$ cat config.mk
export PLATFORM = sky130hd
export DESIGN_NAME = led_pattern_flat
export DESIGN_NICKNAME = d
export VERILOG_FILES = /design/src/rtl/led_pattern_if.sv /design/src/rtl/led_pattern.sv /design/src/flat_wrapper.sv
export SDC_FILE = /design/constraint.sdc
export NUM_CORES = 1
export LEC_CHECK = 0
export BUFFER_PORTS_ARGS = -buffer_cell sky130_fd_sc_hd__buf_2
export CAP_MARGIN = 20
export CORE_MARGIN = 2
export CORE_UTILIZATION = 51
export CTS_CLUSTER_DIAMETER = 40
export CTS_CLUSTER_SIZE = 25
export DETAILED_ROUTE_END_ITERATION = 10
export GPL_TIMING_DRIVEN = 0
export PLACE_DENSITY = 0.71
export SKIP_CTS_REPAIR_TIMING = 1
export SLEW_MARGIN = 15
export SYNTH_ARGS = -nofsm -noshare
export SYNTH_HDL_FRONTEND = slang
export SYNTH_SLANG_ARGS = --single-unit
$ cat constraint.sdc
create_clock -name clk_50mhz -period 2.1 [get_ports clk_50mhz]
set_input_delay 0.42 -clock clk_50mhz [delete_from_list [all_inputs] [get_ports clk_50mhz]]
set_output_delay 0.42 -clock clk_50mhz [all_outputs]
set_load 0.02 [all_outputs]
$ cat src/rtl/led_pattern_if.sv
// LED pattern bundle: mode/enable controls in, LED drive and step strobe out.
interface led_pattern_if #(
    parameter int N_LED = 4
);
    logic [1:0]       mode;
    logic             en;
    logic [N_LED-1:0] leds;
    logic             tick;

    modport master (output mode, output en, input leds, input tick);
    modport slave  (input mode, input en, output leds, output tick);
endinterface

$ cat src/rtl/led_pattern.sv
// LED pattern generator: flash/run/bounce/count, one step every STEP_CYC cycles.
// Latency: mode/en see 2 sync flops; leds/tick are registered. No backpressure.
module led_pattern #(
    parameter int N_LED    = 4,
    parameter int STEP_CYC = 25_000_000
) (
    input  logic          clk_50mhz,
    input  logic          rst_n,
    led_pattern_if.slave  bus
);
    localparam int            CW   = $clog2(STEP_CYC);
    localparam logic [CW-1:0] LAST = CW'(STEP_CYC - 1);

    typedef enum logic {UP = 1'b0, DOWN = 1'b1} dir_t;

    logic [1:0]       mode_m, mode_s, mode_q;
    logic             en_m, en_s;
    logic [CW-1:0]    cnt, cnt_nx;
    logic [N_LED-1:0] pat, pat_nx;
    logic [N_LED-1:0] leds_r;
    logic             tick_r, tick_nx;
    dir_t             dir, dir_nx;

    always_ff @(posedge clk_50mhz or negedge rst_n) begin
        if (!rst_n) begin
            mode_m <= 2'b00;
            mode_s <= 2'b00;
            mode_q <= 2'b00;
            en_m   <= 1'b0;
            en_s   <= 1'b0;
            cnt    <= '0;
            pat    <= '0;
            leds_r <= '1;
            tick_r <= 1'b0;
            dir    <= UP;
        end else begin
            mode_m <= bus.mode;
            mode_s <= mode_m;
            mode_q <= mode_s;
            en_m   <= bus.en;
            en_s   <= en_m;
            cnt    <= cnt_nx;
            pat    <= pat_nx;
            leds_r <= ~pat_nx;
            tick_r <= tick_nx;
            dir    <= dir_nx;
        end
    end

    always_comb begin
        cnt_nx  = cnt;
        pat_nx  = pat;
        dir_nx  = dir;
        tick_nx = 1'b0;
        // A mode change wins over a step landing on the same edge.
        if (mode_s != mode_q) begin
            cnt_nx = '0;
            dir_nx = UP;
            case (mode_s)
                2'b01, 2'b10: pat_nx = N_LED'(1);
                default:      pat_nx = '0;
            endcase
        end else if (en_s) begin
            if (cnt == LAST) begin
                cnt_nx  = '0;
                tick_nx = 1'b1;
                case (mode_q)
                    2'b00: pat_nx = ~pat;
                    2'b01: pat_nx = {pat[N_LED-2:0], pat[N_LED-1]};
                    2'b10: begin
                        if (dir == UP) begin
                            if (pat[N_LED-1]) begin
                                dir_nx = DOWN;
                                pat_nx = pat >> 1;
                            end else begin
                                pat_nx = pat << 1;
                            end
                        end else begin
                            if (pat[0]) begin
                                dir_nx = UP;
                                pat_nx = pat << 1;
                            end else begin
                                pat_nx = pat >> 1;
                            end
                        end
                    end
                    default: pat_nx = pat + N_LED'(1);
                endcase
            end else begin
                cnt_nx = cnt + 1'b1;
            end
        end
    end

    assign bus.leds = leds_r;
    assign bus.tick = tick_r;
endmodule

$ cat src/flat_wrapper.sv
// flat-port wrapper written by rule: the top's interface ports become plain ports
module led_pattern_flat 
#(
    parameter int N_LED    = 4,
    parameter int STEP_CYC = 25_000_000
)
  (clk_50mhz, rst_n, bus_mode, bus_en, bus_leds, bus_tick);
  led_pattern_if #(.N_LED(N_LED)) bus_i ();
  input  logic clk_50mhz;
  input  logic rst_n;
  input wire logic [$bits(bus_i.mode)-1:0] bus_mode;
  input wire logic [$bits(bus_i.en)-1:0] bus_en;
  output wire logic [$bits(bus_i.leds)-1:0] bus_leds;
  output wire logic [$bits(bus_i.tick)-1:0] bus_tick;
  assign bus_i.mode = bus_mode;
  assign bus_i.en = bus_en;
  assign bus_leds = bus_i.leds;
  assign bus_tick = bus_i.tick;
  led_pattern #(.N_LED(N_LED), .STEP_CYC(STEP_CYC)) u_core (.clk_50mhz(clk_50mhz), .rst_n(rst_n), .bus(bus_i));
endmodule
==> flow_metrics.env <==
export IMPL_max_slew_margin_pct=39.23
export IMPL_swShare_pct=22.80
export IMPL_slew_viol_final=0
export IMPL_cap_viol_max_count=0
export IMPL_min_period_ns=2.339
export IMPL_synth_most_common_cell="dfrtp_1"
export IMPL_start_util_pct=52.66
export IMPL_crit_fanout=4
export IMPL_ff_latch_area_mm2=0.001084
export IMPL_htree_levels=2
export IMPL_yosysTopAreaCell="dfrtp_1"
export IMPL_cts_buffers=5
export IMPL_vias_per_cell=5.953
export IMPL_drtIter0Drc=156
export IMPL_clock_fmax_ghz=0.4275
export IMPL_boundaryPins=10
export IMPL_hpwl_mm=3.203
export IMPL_die_area_mm2=0.005015
export IMPL_worstRegToRegCells=5
export IMPL_grt_overflow_total=0
export IMPL_p_clk_share_pct=42.4
export IMPL_finalClockSkew_ns=0.009450
export IMPL_path_class="reg -> reg"
export IMPL_die_height_um=70.82
export IMPL_finalWirelength_mm=4.850
export IMPL_failed_checks="setup timing"
export IMPL_antenna_left=0
export IMPL_synth_nets=245
export IMPL_syn_to_final_growth_pct=20.99
export IMPL_row_count=24
export IMPL_power_internal_w=0.001388
export IMPL_switching_power_w=0.0004097
export IMPL_ys_seq_area_share_pct=47.47
export IMPL_core_mm2=0.004324
export IMPL_synthTopCellsByCount="dfrtp_1, nor2_1, nand3_1, nand2_1, xor2_1"
export IMPL_syn_cell_area_mm2=0.002277
export IMPL_post_route_cell_area_mm2=0.002755
export IMPL_synth_edf_count=0
export IMPL_setup_viol=25
export IMPL_startpoint="u_core.cnt[9]"
export IMPL_grt_start_max_net_pins=44
export IMPL_setup_ws_ns=-0.2393
export IMPL_hp_class="in -> reg"
export IMPL_remaining_drc_errors=0
export IMPL_multi_input_area_mm2=0.001252
export IMPL_ys_flop_type="dfrtp_1"
export IMPL_status="complete, but fails checks"
export IMPL_power_density_mw_per_mm2=652.3
export IMPL_vdd_drop_max_mv=0.4110
export IMPL_rr_startpoint="u_core.cnt[9]"
export IMPL_min_from="bus_mode[1]"
export IMPL_rsz0062_at_grt="yes"
export IMPL_place_gp_congestion=0.8784
export IMPL_cp_required_ns=2.29
export IMPL_nets=273
export IMPL_synth_top_cell_area_share_pct=42.86
export IMPL_port_buffer_count=9
export IMPL_clkLatencyLatePin_ns=0.30
export IMPL_leakage_nw=1.104
export IMPL_seq_power_share_pct=47.8
export IMPL_worst_setup_path_start_kind="flop"
export IMPL_cp_arrival_ns=2.53
export IMPL_vias=1893
export IMPL_die_w_um=70.82
export IMPL_fin_crit_sh_pct=111.4
export IMPL_grt_util_all_layers_pct=20.27
export IMPL_num_antenna_cells=0
export IMPL_clk_pin_slew_ns=0.08
export IMPL_synth_cells=237
export IMPL_postSynth_asyncResetShare_pct=100.0
export IMPL_grt_pass1_vias=1686
export IMPL_drive_gt1_share_pct=24.81
export IMPL_place_area_mm2=0.002395
export IMPL_detailedRoute_firstPassIterationCount=4
export IMPL_endpoint_kind="flop"
export IMPL_synthTopCellsByArea="dfrtp_1, xor2_1, dfstp_2, nor2_1, nand3_1"
export IMPL_num_fill_cells=385
export IMPL_power_frac_comb_pct=9.8
export IMPL_ys_types=50
export IMPL_max_slew_worst_pin_slew_ns=0.9115
export IMPL_clock_sinks=43
export IMPL_dp_cells=298
export IMPL_ys_seq_elements=43
export IMPL_final_hold_violation_count=0
export IMPL_clockBufferDepth=2
export IMPL_grt_pass1_wl_mm=8.045
export IMPL_reg2reg_setup_slack_ns=-0.24
export IMPL_final_cells=318
export IMPL_yosysWarnings=0
export IMPL_wl_per_cell_um=15.25
export IMPL_tritoncts="built"
export IMPL_avgSynthCellArea_um2=9.608
export IMPL_cts_root_buf="clkbuf_8"
export IMPL_antenna_found_initial=0
==> state kept, by name, summed over array words and instances, names as in the netlist, named ones only <==
name / count
u_core.cnt: 25
u_core.bus.leds: 4
u_core.pat: 3
u_core.mode_m: 2
u_core.mode_q: 2
u_core.mode_s: 2
u_core.bus.tick: 1
u_core.dir: 1
u_core.en_m: 1
u_core.en_s: 1
==> layout make-up <==
cell class              instances  area share [%]
clock buffers                   5           2.498
well taps                      52           2.361
inverters                       8           1.090
repair buffers                 21           5.450
plain buffers                   8           1.362
multi-input cells             178           45.46
clock inverters                 3           2.452
flip-flops and latches         43           39.33
==> worst min path at each step <==
stage,endpoint,slack (ns),cells past startpoint
finish,u_core.mode_m[1],0.22,1
global route,u_core.mode_m[0],0.20,1
CTS,u_core.mode_m[1],0.21,1
detailed placement,u_core.mode_s[1],0.34,0
global placement,u_core.mode_s[1],0.33,0
floorplan,asynchronous set/reset pin,0.12,0
==> power by group through the flow <==
stage                     clock network [W]   logic, W  registers (W)
final                              0.000761   0.000176       0.000860
after detailed placement                  0   0.000136       0.000875
after global placement                    0   0.000136       0.000874
after CTS                          0.000774   0.000137       0.000859
after floorplan                           0  0.0000863       0.000877
after global routing               0.000815   0.000199       0.000862
==> through the flow <==
stage	setup TNS, ns	util, %	power, W	hold slack, ns	setup slack, ns
2_1_floorplan	-0.009035	-	0.0009634	0.1244	-0.009035
6_report	-0.9774	63.72	0.001797	0.2168	-0.2393
3_3_place_gp	-4.900	55.38	0.001010	0.3329	-0.3478
4_1_cts	-5.046	58.54	0.001769	0.2123	-0.3313
5_1_grt	-3.387	63.72	0.001877	0.2005	-0.2962
3_5_place_dp	-4.565	55.38	0.001011	0.3379	-0.3248
==> layer usage <==
layer | vias to the layer above | wire (µm) | part of all wire, % | track usage (%)
met1 | 924 | 2432 | 50 | 30.56
li1 | 929 | - | - | -
met4 | 0 | 67 | 1.4 | 6.918
met3 | 10 | 157 | 3.2 | 4.274
met5 | - | 0 | 0 | 0
met2 | 30 | 2193 | 45 | 29.18
==> placed cells by master, fill, tap and decap left out, types with 4 or more instances in the layout <==
master and instances:
a21oi_1 6, a31oi_1 4, and3_1 4, buf_2 9
buf_4 8, buf_6 5, clkbuf_1 7, clkbuf_8 5
dfrtp_1 37, dfstp_2 4, inv_1 8, nand2_1 16
nand2b_1 4, nand3_1 18, nand4_1 14, nor2_1 18
nor2_2 8, o21ai_0 4, xor2_1 16
==> critical path: stages, from the launching register on <==
cell and delay, ns:
dfrtp_2 0.44, or4b_4 0.56, nor4_4 0.31, nand4_1 0.28, mux2_4 0.38, mux2_4 0.27
==> cell families (layout without fill, tap and decap cells) <==
family	Yosys count	after routing	share of synthesized area, %
and+or+nand+nor	109	109	25.88
DFF	43	43	47.47
AOI/OAI and AO/OA	42	42	12.69
xor gates and xnor gates	20	20	7.692
buffers and inverters	16	45	2.692
muxes	4	4	1.923
adders and majority gates	3	3	1.649
No activity file was read; power rests on OpenSTA's default activity.
